===== config.mk =====
export PLATFORM = sky130hd
export DESIGN_NAME = gyro_spi_slave
export DESIGN_NICKNAME = d
export VERILOG_FILES = /design/src/rtl/gyro_spi_slave.sv
export SDC_FILE = /design/constraint.sdc
export NUM_CORES = 1
export LEC_CHECK = 0
export ABC_AREA = 0
export ABC_CLOCK_PERIOD_IN_PS = 9500
export CORE_MARGIN = 5
export CORE_UTILIZATION = 45
export CTS_CLUSTER_SIZE = 20
export DETAILED_ROUTE_END_ITERATION = 8
export DONT_BUFFER_PORTS = 1
export MAX_ROUTING_LAYER = met4
export PLACE_DENSITY = 0.65
export SLEW_MARGIN = 20
export SYNTH_ARGS = -nofsm -noshare
export SYNTH_HDL_FRONTEND = slang
export SYNTH_SLANG_ARGS = --single-unit

===== constraint.sdc =====
create_clock -name i_clk -period 9.5 [get_ports i_clk]
set_clock_uncertainty 0.05 [all_clocks]
set_input_delay 0.95 -clock i_clk [delete_from_list [all_inputs] [get_ports i_clk]]
set_output_delay 0.95 -clock i_clk [all_outputs]
set_load 0.03 [all_outputs]

===== src/rtl/gyro_spi_slave.sv =====
// ---------------------------------------------------------------------------
// gyro_spi_slave
// SPI Mode-0 responder living in the DAC_CLK domain. An external host reads
// live loop variables and writes control words through a 40-bit frame:
// an 8-bit command (bit7 = read, bits[6:0] = address) followed by 32 data
// bits, both MSB first. The host pins are oversampled, so i_clk must run at
// least 8x faster than SCLK.
//
// Ports:
//   i_clk        system clock (DAC_CLK)
//   i_rst_n      asynchronous active-low reset (release synchronised inside)
//   i_sclk       host SPI clock, asynchronous
//   i_cs_n       host chip select, active low, asynchronous
//   i_mosi       host data in, asynchronous
//   o_miso       data to host, updated on SCLK fall
//   o_miso_oe    MISO output enable, high while a frame is open
//   i_rd_data    NUM_RD flattened 32-bit read channels, channel k at [32k+:32]
//   o_rd_strobe  one-cycle pulse when the read snapshot is taken
//   o_wr_addr    address of the last completed write (held)
//   o_wr_data    data of the last completed write (held)
//   o_wr_en      one-cycle write strobe
//   o_busy       high while the frame is in its command or data phase
//   o_frame_err  one-cycle pulse when the host aborts a frame early
// ---------------------------------------------------------------------------
module gyro_spi_slave #(
  parameter int NUM_RD      = 8,
  parameter int SYNC_STAGES = 2   // must be at least 2
) (
  input  logic                   i_clk,
  input  logic                   i_rst_n,
  input  logic                   i_sclk,
  input  logic                   i_cs_n,
  input  logic                   i_mosi,
  output logic                   o_miso,
  output logic                   o_miso_oe,
  input  logic [NUM_RD*32-1:0]   i_rd_data,
  output logic                   o_rd_strobe,
  output logic [6:0]             o_wr_addr,
  output logic [31:0]            o_wr_data,
  output logic                   o_wr_en,
  output logic                   o_busy,
  output logic                   o_frame_err
);

  typedef enum logic [1:0] {
    ST_IDLE = 2'd0,
    ST_CMD  = 2'd1,
    ST_DATA = 2'd2,
    ST_DONE = 2'd3
  } state_e;

  // Last bit index of the frame (8 command + 32 data bits, counted from 0).
  localparam logic [5:0] LAST_BIT       = 6'd39;
  localparam logic [5:0] LAST_CMD_BIT   = 6'd7;
  // Counter value once the first data bit has been sampled.
  localparam logic [5:0] FIRST_DATA_CNT = 6'd9;

  // Reset synchroniser: assertion is immediate, release follows i_clk.
  logic [1:0]             rst_sync_q;
  logic                   rst_n_s;

  // Pin synchronisers and edge history.
  logic [SYNC_STAGES-1:0] sclk_sync_q;
  logic [SYNC_STAGES-1:0] cs_sync_q;
  logic [SYNC_STAGES-1:0] mosi_sync_q;
  logic                   sclk_prev_q;
  logic                   cs_prev_q;

  logic                   sclk_s;
  logic                   cs_s;
  logic                   mosi_s;
  logic                   sclk_rise_s;
  logic                   sclk_fall_s;
  logic                   cs_rise_s;
  logic                   cs_fall_s;

  // Frame state.
  state_e                 state_q;
  logic [5:0]             bit_cnt_q;
  logic [5:0]             bit_cnt_d;
  logic [6:0]             cmd_sh_q;
  logic                   cmd_rd_q;
  logic [6:0]             cmd_addr_q;
  logic [31:0]            rx_sh_q;
  logic [31:0]            tx_sh_q;
  logic [6:0]             cmd_addr_s;
  logic [31:0]            rd_word_s;

  // Registered outputs.
  logic                   miso_q;
  logic                   miso_oe_q;
  logic                   rd_strobe_q;
  logic [6:0]             wr_addr_q;
  logic [31:0]            wr_data_q;
  logic                   wr_en_q;
  logic                   busy_q;
  logic                   frame_err_q;

  // Stretch the external reset so its release is aligned to i_clk.
  always_ff @(posedge i_clk or negedge i_rst_n) begin
    if (!i_rst_n) begin
      rst_sync_q <= 2'b00;
    end else begin
      rst_sync_q <= {rst_sync_q[0], 1'b1};
    end
  end

  assign rst_n_s = rst_sync_q[1];

  // Bring the host pins into the i_clk domain and keep one cycle of history.
  // CS resets to its inactive (high) level so that leaving reset never looks
  // like a chip-select edge.
  always_ff @(posedge i_clk or negedge rst_n_s) begin
    if (!rst_n_s) begin
      sclk_sync_q <= {SYNC_STAGES{1'b0}};
      cs_sync_q   <= {SYNC_STAGES{1'b1}};
      mosi_sync_q <= {SYNC_STAGES{1'b0}};
      sclk_prev_q <= 1'b0;
      cs_prev_q   <= 1'b1;
    end else begin
      sclk_sync_q <= {sclk_sync_q[SYNC_STAGES-2:0], i_sclk};
      cs_sync_q   <= {cs_sync_q[SYNC_STAGES-2:0], i_cs_n};
      mosi_sync_q <= {mosi_sync_q[SYNC_STAGES-2:0], i_mosi};
      sclk_prev_q <= sclk_sync_q[SYNC_STAGES-1];
      cs_prev_q   <= cs_sync_q[SYNC_STAGES-1];
    end
  end

  assign sclk_s      = sclk_sync_q[SYNC_STAGES-1];
  assign cs_s        = cs_sync_q[SYNC_STAGES-1];
  assign mosi_s      = mosi_sync_q[SYNC_STAGES-1];
  assign sclk_rise_s = sclk_s & ~sclk_prev_q;
  assign sclk_fall_s = ~sclk_s & sclk_prev_q;
  assign cs_rise_s   = cs_s & ~cs_prev_q;
  assign cs_fall_s   = ~cs_s & cs_prev_q;

  // Saturating bit counter: it stops at the last frame bit and never wraps.
  assign bit_cnt_d  = (bit_cnt_q == LAST_BIT) ? bit_cnt_q : (bit_cnt_q + 6'd1);

  // Address as it will be once the 8th command bit is shifted in.
  assign cmd_addr_s = {cmd_sh_q[5:0], mosi_s};

  // Read channel mux; out-of-range addresses read as zero.
  always_comb begin
    rd_word_s = 32'h0000_0000;
    for (int k = 0; k < NUM_RD; k++) begin
      rd_word_s = (cmd_addr_s == 7'(k)) ? i_rd_data[k*32 +: 32] : rd_word_s;
    end
  end

  // Frame FSM with all outputs registered. A CS rise is examined before any
  // SCLK edge so that an abort always wins over a coincident clock edge.
  always_ff @(posedge i_clk or negedge rst_n_s) begin
    if (!rst_n_s) begin
      state_q     <= ST_IDLE;
      bit_cnt_q   <= 6'd0;
      cmd_sh_q    <= 7'd0;
      cmd_rd_q    <= 1'b0;
      cmd_addr_q  <= 7'd0;
      rx_sh_q     <= 32'h0000_0000;
      tx_sh_q     <= 32'h0000_0000;
      miso_q      <= 1'b0;
      miso_oe_q   <= 1'b0;
      rd_strobe_q <= 1'b0;
      wr_addr_q   <= 7'd0;
      wr_data_q   <= 32'h0000_0000;
      wr_en_q     <= 1'b0;
      busy_q      <= 1'b0;
      frame_err_q <= 1'b0;
    end else begin
      rd_strobe_q <= 1'b0;
      wr_en_q     <= 1'b0;
      frame_err_q <= 1'b0;

      case (state_q)
        ST_IDLE: begin
          miso_q <= 1'b0;
          if (cs_fall_s) begin
            state_q   <= ST_CMD;
            bit_cnt_q <= 6'd0;
            cmd_sh_q  <= 7'd0;
            rx_sh_q   <= 32'h0000_0000;
            tx_sh_q   <= 32'h0000_0000;
            miso_oe_q <= 1'b1;
            busy_q    <= 1'b1;
          end
        end

        ST_CMD: begin
          miso_q <= 1'b0;
          if (cs_rise_s) begin
            state_q     <= ST_IDLE;
            bit_cnt_q   <= 6'd0;
            tx_sh_q     <= 32'h0000_0000;
            miso_oe_q   <= 1'b0;
            busy_q      <= 1'b0;
            frame_err_q <= 1'b1;
          end else if (sclk_rise_s) begin
            cmd_sh_q  <= {cmd_sh_q[5:0], mosi_s};
            bit_cnt_q <= bit_cnt_d;
            if (bit_cnt_q == LAST_CMD_BIT) begin
              cmd_rd_q   <= cmd_sh_q[6];
              cmd_addr_q <= cmd_addr_s;
              state_q    <= ST_DATA;
              if (cmd_sh_q[6]) begin
                // Whole word captured in one cycle: no tearing.
                tx_sh_q     <= rd_word_s;
                rd_strobe_q <= 1'b1;
              end else begin
                tx_sh_q <= 32'h0000_0000;
              end
            end
          end
        end

        ST_DATA: begin
          if (cs_rise_s) begin
            // Early CS rise: drop the frame, including any read snapshot.
            state_q     <= ST_IDLE;
            bit_cnt_q   <= 6'd0;
            tx_sh_q     <= 32'h0000_0000;
            rx_sh_q     <= 32'h0000_0000;
            miso_q      <= 1'b0;
            miso_oe_q   <= 1'b0;
            busy_q      <= 1'b0;
            frame_err_q <= 1'b1;
          end else if (sclk_rise_s) begin
            rx_sh_q   <= {rx_sh_q[30:0], mosi_s};
            bit_cnt_q <= bit_cnt_d;
            if (bit_cnt_q == LAST_BIT) begin
              state_q <= ST_DONE;
              busy_q  <= 1'b0;
              miso_q  <= 1'b0;
              if (!cmd_rd_q) begin
                wr_en_q   <= 1'b1;
                wr_addr_q <= cmd_addr_q;
                wr_data_q <= {rx_sh_q[30:0], mosi_s};
              end
            end else begin
              miso_q <= tx_sh_q[31];
            end
          end else if (sclk_fall_s && (bit_cnt_q >= FIRST_DATA_CNT)) begin
            // The fall between the last command bit and the first data bit
            // must keep bit 31 on the line, hence the counter guard.
            tx_sh_q <= {tx_sh_q[30:0], 1'b0};
            miso_q  <= tx_sh_q[31];
          end else begin
            miso_q <= tx_sh_q[31];
          end
        end

        ST_DONE: begin
          // Extra SCLK edges and CS falls are ignored until CS goes high.
          miso_q <= 1'b0;
          if (cs_rise_s) begin
            state_q   <= ST_IDLE;
            bit_cnt_q <= 6'd0;
            miso_oe_q <= 1'b0;
          end
        end

        default: begin
          state_q   <= ST_IDLE;
          bit_cnt_q <= 6'd0;
          miso_q    <= 1'b0;
          miso_oe_q <= 1'b0;
          busy_q    <= 1'b0;
        end
      endcase
    end
  end

  assign o_miso      = miso_q;
  assign o_miso_oe   = miso_oe_q;
  assign o_rd_strobe = rd_strobe_q;
  assign o_wr_addr   = wr_addr_q;
  assign o_wr_data   = wr_data_q;
  assign o_wr_en     = wr_en_q;
  assign o_busy      = busy_q;
  assign o_frame_err = frame_err_q;

endmodule


* Word level (Yosys, flattened, before mapping)
Cells that the tools add are included.
** Word-level totals
- Bits in registers :: 141
- Bits of input ports :: 261
- Output and inout port bits :: 45
** Operators by class
- Add/sub/neg operators :: 1
- Magnitude comparators :: 1
- Eq/ne operators :: 26
- Muxes and demuxes :: 62
- Bitwise operators :: 10
- Reduce and logical (&&, ||, !) cells :: 18
** Operator list (number)
- 32-bit 2-to-1 mux :: 16
- 32-bit one-hot mux with 3 select lines :: 1
- 31-bit 2-to-1 mux :: 2
- 31-bit one-hot mux with 2 select lines :: 1
- 6-bit 2-to-1 mux :: 5
- 7-bit by 3-bit equality test with 1-bit output, second input constant :: 4
- 7-bit 2-to-1 mux :: 3
- 3-bit != test, second input constant :: 7
- 1-bit 2-to-1 mux :: 20
- 6-bit one-hot mux with 3 select lines :: 1
- 2-bit 2-to-1 mux :: 8
- 7-bit by 2-bit equality test with 1-bit output, second input constant :: 2
- 7-bit one-hot mux with 2 select lines :: 1
- 4-bit AND reduction :: 3
- 6-bit AND reduction :: 2
- 2-bit != test, second input constant :: 5
- 5-bit AND reduction :: 2
- 2-bit one-hot mux with 4 select lines :: 1
- 7-bit by 1-bit equality test with 1-bit output, second input constant :: 1
- 7-bit zero test :: 1
- 6-bit by 1-bit adder with 6-bit output, second input constant :: 1
- 6-bit by 3-bit equality test with 1-bit output, second input constant :: 1
- 6-bit equality test, second input constant :: 1
- 6-bit by 4-bit greater-or-equal comparator with 1-bit output, second input constant :: 1
- 16 further kinds :: 28

* Depth between registers and ports, before layout
Gate-level depths: netlist of run 1.
- Depth after elaboration :: 14
- Mapped depth :: 10
- Gate-level depth less buffers :: 7

* Least setup slack after synthesis of run 1
No wires, ideal clock.
- Path kind :: register to register
- Start :: register state_q[0]
- End :: register tx_sh_q[10]
- Arrival :: 1.915 ns
- Setup slack :: 7.449 ns
- Stages on the path, launching flop included :: 10
- Path buffers :: 3
- Clock period less this slack :: 2.051 ns
- Path through :: dfrtp_1 > inv_1 > ha_1 > buf_2 > a21oi_1 > o31ai_2 > or3_1 > buf_6 > buf_12 > o221ai_2
** On the way
- Word-level cells in the longest chain between the ends :: 3
** Ends and longest elaborated chain
- from (decl) :: line 78 : state_e state_q;
- from (signal assigned) :: line 155 : state_q <= ST_IDLE;
- from (signal assigned) :: line 179 : state_q <= ST_CMD;
- from (signal assigned) :: line 192 : state_q <= ST_IDLE;
- 2-bit equality test, or another cell as far along :: line 175 : case (state_q)
- 3-bit != test (no source line), or another cell as far along
- 6-bit AND reduction (no source line)
- to (signal assigned) :: line 207 : tx_sh_q <= rd_word_s;
- to (signal assigned) :: line 245 : tx_sh_q <= {tx_sh_q[30:0], 1'b0};
- to (decl) :: line 85 : logic [31:0] tx_sh_q;
Parallel ways exist; a longest one is shown, timed or not.
A chain may end at the register's enable or synchronous reset.

* Final worst setup path of run 1
- Start :: register mosi_sync_q[1]
- End :: register tx_sh_q[6]
** On the way
- Word-level cells in the longest chain between the ends :: 14
** Ends and longest elaborated chain
- from (decl) :: line 65 : logic [SYNC_STAGES-1:0] mosi_sync_q;
- from (signal assigned) :: line 117 : mosi_sync_q <= {SYNC_STAGES{1'b0}};
- from (signal assigned) :: line 123 : mosi_sync_q <= {mosi_sync_q[SYNC_STAGES-2:0], i_mosi};
- 7-bit zero test :: line 147 : rd_word_s = (cmd_addr_s == 7'(k)) ? i_rd_data[k*32 +: 32] : rd_word_s;
- 32-bit 2-to-1 mux (7 in series) :: line 147
- 32-bit 2-to-1 mux (*) :: line 147
- 32-bit 2-to-1 mux (*) :: line 205 : if (cmd_sh_q[6]) begin
- 32-bit 2-to-1 mux (*) :: line 201 : if (bit_cnt_q == LAST_CMD_BIT) begin
- 32-bit 2-to-1 mux (*) :: line 198 : end else if (sclk_rise_s) begin
- 32-bit 2-to-1 mux (*) :: line 191 : if (cs_rise_s) begin
- 32-bit one-hot mux with 3 select lines (*) :: line 175
Every way passes the cells marked *; elsewhere a longest branch is shown, timed or not. The select of a mux whose other input is x is not followed.

==> impl_metrics.yaml, run 1 <==
cts:
  root_buffer: "clkbuf_16"
  cts_tree: "built"
  cts_setup_buffers: 0
  clk_latency_ps: 420
  cts_resized: 0
  cts_made_buffers: 17
  cts_sinks: 141
  clk_pin_slew_ps: 60
  cts_hold_buf: 0
  clk_path_buf_depth: 2
  cts.htree.levels: 4
placement:
  dp_cells: 1061
  gp_congestion: 0.882
  hpwlAfterDp_um: 17800
  io_buffers: 0
  dp_slack_ps: 5850
critical_path:
  reg2reg_from: "mosi_sync_q[1]"
  startpoint: "mosi_sync_q[1]"
  crit_type: "reg2reg"
  cp.arrival_ps: 3670
  cp_max_fo: 71
  startpoint_type: "flip-flop"
  cp-end-kind: "flip-flop"
  worst_ep_required_time_ps: 9770
pwr:
  ir_drop_mv: 0.142
  powerDensity_mw_per_mm2: 243
  leakage_nw: 3.76
  power_mw: 2.22
yosys:
  synth-adder-area-share: 0.0133
  seq_area_frac_synth: 0.419
  ys_ff_latch: 141
  synth_top_family_by_area: "compound AO/OA/AOI/OAI gates"
  synth_compound_area_frac: 0.246
  synth.distinct_cells: 61
  synthSimpleGateAreaFrac: 0.121
  synthFlopType: "dfrtp_1"
  synth_edf_count: 0
  yosys_warnings: 0
  avgSynthCellArea_um2: 9.35
  synthesis.nets: 1172
  synth-xor-area-share: 0.00415
  muxShareOfSynthArea: 0.144
  syn_area_mm2: 0.00844
  synthArstFlopShare: 1.00
  syn_inst: 902
finish:
  synthToLayoutAreaGrowth_pct: 7.98
  drive_above_1_share: 0.179
  fillers: 1691
  num-nets-final: 1117
  fin_util: 0.490
  fin_cells: 1101
sta:
  timing.fmax_mhz: 294
  fin_ws_ps: 6100
  slew_headroom: 0.324
  setup_viol: 0
  hold_violations: 0
  fin_crit_ps: 3400
  rsz0062_at_grt: "false"
  period_share: 0.358
  finalMaxSlewViolations: 0
  fin_tns_setup_ps: 0
  tightestPinTransition_ps: 1010
floorplanning:
  die_h_um: 147
  rows: 50
  initial_core_util: 0.454
  die_w_um: 147
  io_pins: 306
  core_area_mm2: 0.0186
  die-area_mm2: 0.0216
grt:
  grt_max_degree: 83
  grt_usage: 0.227
  grt_pass1_wl_um: 37800
  grt_pass1_vias: 6711
  antenna_found_initial: 7
  grt-ovfl-total: 0
detailed_routing:
  final_antenna_net_count: 0
  viasPerCell: 6.19
  firstDrtPassIters: 5
  drc: 0
  wirelength_um: 24600
  drtIter0Drc: 423
  vias: 6815
  wl_per_cell_um: 22.4
status:
  status: "finished clean"
run:
  cap_violations: 0
worst_hold_path:
  hold_class: "in2async"
synthesized netlist by cell type (all sizes together) (4+ instances only):
library cell  instances  area [µm²]
clkbuf               49         188
buf                  33         205
nor2b                 5        31.3
o21ai                81         405
o22ai                25         156
a221oi               24         210
ha                    9         113
mux2i                45         450
inv                  14        52.6
nand2b                7        43.8
nand3                 5        25.0
o32ai                 8        70.1
o221ai               30         407
nor2                 67         251
mux2                 64         721
nand2               128         483
dfrtp               138        3450
a22oi                24         180
xor2                  4        35.0
a21oi                92         460
or2                   7        43.8
routing by layer:
| layer | track usage | up-vias | wire (µm) |
|---|---|---|---|
| li1 | - | 3203 | - |
| met1 | 0.271 | 3328 | 9910 |
| met2 | 0.363 | 241 | 12100 |
| met3 | 0.0706 | 43 | 1880 |
| met4 | 0.0853 | 0 | 714 |
| met5 | - | - | 0 |
stage by stage:
step | hold slack (ps) | area (µm²)
6_report | 170 | 9110
3_5_place_dp | 290 | 8450
5_1_grt | 139 | 9110
4_1_cts | 150 | 9070
2_1_floorplan | 281 | 8440
3_3_place_gp | 285 | 8450
cell usage in the layout (no fill, tap or decap), types with 17 or more instances in the layout:
| master | synthesis | final |
|---|---|---|
| clkbuf_16 | 0 | 17 |
| nor2_1 | 67 | 64 |
| a22oi_1 | 24 | 24 |
| dfrtp_1 | 138 | 134 |
| mux2_2 | 62 | 62 |
| o22ai_1 | 25 | 24 |
| o21ai_0 | 81 | 81 |
| o221ai_2 | 23 | 23 |
| a21oi_1 | 92 | 92 |
| a221oi_1 | 24 | 24 |
| nand2_1 | 127 | 127 |
| mux2i_1 | 45 | 45 |
worst max-delay path, stage by stage, from the launching register on:
cell and delay, ps:
dfrtp_4 810, buf_4 720, nor2b_2 950, a221oi_1 260, a21oi_1 170, o22ai_1 100, o221ai_2 200
flip-flops by register name (all words and copies together), names as in the netlist:
| signal | cells |
|---|---|
| o_miso | 1 |
| cmd_rd_q | 1 |
| o_miso_oe | 1 |
| sclk_prev_q | 1 |
| o_rd_strobe | 1 |
| o_frame_err | 1 |
| cmd_sh_q | 7 |
| cs_sync_q | 2 |
| cmd_addr_q | 7 |
| state_q | 2 |
| o_wr_en | 1 |
| sclk_sync_q | 2 |
| rst_sync_q | 2 |
| cs_prev_q | 1 |
| bit_cnt_q | 6 |
| tx_sh_q | 32 |
| o_wr_data | 32 |
| rx_sh_q | 31 |
| o_busy | 1 |
| o_wr_addr | 7 |
| mosi_sync_q | 2 |
logic make-up (layout without fill, tap and decap cells):
family / count (synthesis) / after routing
mux: 111 / 111
xor+xnor: 4 / 4
simple gates: 235 / 235
other cells: 1 / 8
fa+ha+maj: 9 / 9
compound gates: 305 / 305
flops: 141 / 141
buf+inv: 96 / 54
final cells by class:
type	count	area, µm²	area share
Clock inverter	15	191	0.0210
Multi-Input combinational cell	665	4520	0.496
Sequential cell	141	3540	0.389
Clock buffer	17	425	0.0467
Inverter	14	52.6	0.00577
Tap cell	234	293	0.0321
Timing Repair Buffer	8	67.6	0.00742
Antenna cell	7	17.5	0.00192
power breakdown:
group | leakage, nW | internal [mW] | switching (mW)
logic | 1.53 | 0.266 | 0.548
clock network | 0.298 | 0.402 | 0.290
registers | 1.93 | 0.624 | 0.0876
total | 3.76 | 1.29 | 0.925
path summary, 6_finish.rpt:
path                            depth (start not counted)       endpoint  slack, ps
worst max register to register                          6     tx_sh_q[6]       6100
min in group i_clk                                      0  rst_sync_q[1]        300
worst max-delay path                                    6     tx_sh_q[6]       6100
worst min register to register                          0  rst_sync_q[1]        300
worst min-delay path                                    0  rst_sync_q[1]        170
max in group asynchronous                               1    cmd_sh_q[0]       7800
Power figures use the tool's default switching activity.
==> run 2: changes to the inputs <==
Settings changed: ABC_CLOCK_PERIOD_IN_PS 9500 to 3100, PLACE_DENSITY 0.65 to 0.67.
Clock period 9.5 ns to 3.1 ns, I/O delays scaled along.
==> run 2 against run 1 <==
Net effect:
- flip-flop and latch count stayed put
- worst setup slack got worse by 5500 ps
- sequential power grew to 3.0 times the previous value
- first-iteration DRC count up 1.2%
- global-route usage fell by 0.081 points
- die area unchanged
- final area is 2.0% higher
==> impl_metrics.yaml, run 2 (synthesis gave the netlist of run 1 again) <==
status:
  status: "finished clean"
placement:
  io_buffers: 0
  hpwlAfterDp_um: 18000
  gp_congestion: 0.886
detailed_routing:
  vias: 6873
  drc: 0
  drtIter0Drc: 428
  viasPerCell: 6.13
  firstDrtPassIters: 5
  wirelength_um: 24600
  wl_per_cell_um: 21.9
  final_antenna_net_count: 0
sta:
  finalMaxSlewViolations: 0
  rsz0062_at_grt: "false"
  fin_crit_ps: 2540
  tightestPinTransition_ps: 1100
  period_share: 0.819
  timing.fmax_mhz: 394
  slew_headroom: 0.265
  fin_tns_setup_ps: 0
  hold_violations: 0
  setup_viol: 0
cts:
  root_buffer: "clkbuf_16"
  cts_setup_buffers: 0
  clk_latency_ps: 420
  cts_sinks: 141
  cts.htree.levels: 4
  clk_path_buf_depth: 2
  clk_pin_slew_ps: 60
  cts_tree: "built"
  cts_made_buffers: 17
finish:
  fillers: 1711
  synthToLayoutAreaGrowth_pct: 10.2
  layout_common_cells: "134 x dfrtp_1, 127 x nand2_1, 92 x a21oi_1, 81 x o21ai_0, 64 x nor2_1"
  final_common_cell: "dfrtp_1"
  drive_above_1_share: 0.194
  num-nets-final: 1138
critical_path:
  worst_ep_required_time_ps: 3380
  crit_family: "simple AND/OR/NAND/NOR gates"
  cp_max_fo: 34
  reg2reg_from: "mosi_sync_q[1]"
  r2r_slack_ps: 560
  cp-end-kind: "flip-flop"
  path_buf_inv: 0
  worst_r2r_path_depth: 5
  rr_endpoint: "tx_sh_q[28]"
  crit_type: "reg2reg"
  startpoint_type: "flip-flop"
  path_cells: "nor2b_2 > a221oi_1 > a21oi_1 > o22ai_1 > o221ai_2"
  cp.arrival_ps: 2810
  critPathMaxStageDelay_ps: 950
  cpMaxStageDelayCell: "nor2b_2"
floorplanning:
  core_area_mm2: 0.0186
  die_h_um: 147
  io_pins: 306
  rows: 50
  die-area_mm2: 0.0216
  initial_core_util: 0.454
  die_w_um: 147
grt:
  grt_max_degree: 73
  grt-ovfl-total: 0
  grt_pass1_wl_um: 38100
  grt_pass1_vias: 6738
  grt_usage: 0.226
  antenna_found_initial: 7
run:
  cap_violations: 0
pwr:
  power_mw: 6.90
  leakage_nw: 3.87
  powerDensity_mw_per_mm2: 742
  ir_drop_mv: 0.452
worst_hold_path:
  hold_class: "in2async"
-- run 2: changes by cell type in the layout (fill, tap and decap cells not counted) --
cell           change
buf_12             +3
buf_4             +16
buf_6              -2
clkinv_2           +1
clkinv_4           +2
clkinv_8           +1
clkinvlp_4         -2
dlygate4sd3_1      +4
inv_6              -1
inv_8              -1
nor2_2             +3
nor2_4             -3
-- run 2: stage by stage --
stage	hold WS (ps)	area (µm²)	worst slack (ps)	cells	util
floorplan	-35.6	8440	711	902	-
global placement	-35.5	8620	622	1079	0.464
detailed placement	-35.5	8620	544	1079	0.464
CTS	44.6	9280	532	1115	0.499
global route	49.9	9300	375	1122	0.500
finish	61.5	9300	562	1122	0.500
-- run 2: how the worst max path moves through the flow --
stage,slack [ps],end,from,cells past startpoint
after CTS,530,tx_sh_q[28],mosi_sync_q[1],5
after global routing,370,tx_sh_q[3],bit_cnt_q[0],5
after floorplan,710,bit_cnt_q[0],rst_sync_q[1],0
after detailed placement,540,tx_sh_q[28],mosi_sync_q[1],5
after global placement,620,tx_sh_q[18],cs_prev_q,5
final,560,tx_sh_q[28],mosi_sync_q[1],5
-- run 2: what timing repair did --
action,4_1_cts,5_1_grt
hold buffers,4,0
hold endpoints to repair,5,0
gates resized for setup,0,0
-- run 2: final cells by class --
type	instances	area, µm²	area share
Tap cell	234	293	0.0315
Sequential cell	141	3540	0.381
Clock inverter	15	195	0.0210
Inverter	14	52.6	0.00565
Antenna cell	7	17.5	0.00188
Multi-Input combinational cell	665	4500	0.484
Clock buffer	17	425	0.0458
Timing Repair Buffer	29	265	0.0285
-- run 2: where the power goes --
group / leakage [nW] / internal [mW] / switching, mW
Combinational: 1.64 / 0.879 / 1.74
Clock: 0.306 / 1.23 / 0.901
Sequential: 1.93 / 1.91 / 0.229
-- run 2: layer usage --
metal | track usage | wire [µm] | up-vias
li1 | - | - | 3251
met1 | 0.276 | 9890 | 3325
met2 | 0.364 | 12200 | 264
met3 | 0.0648 | 1920 | 33
met4 | 0.0736 | 533 | 0
met5 | - | 0 | -
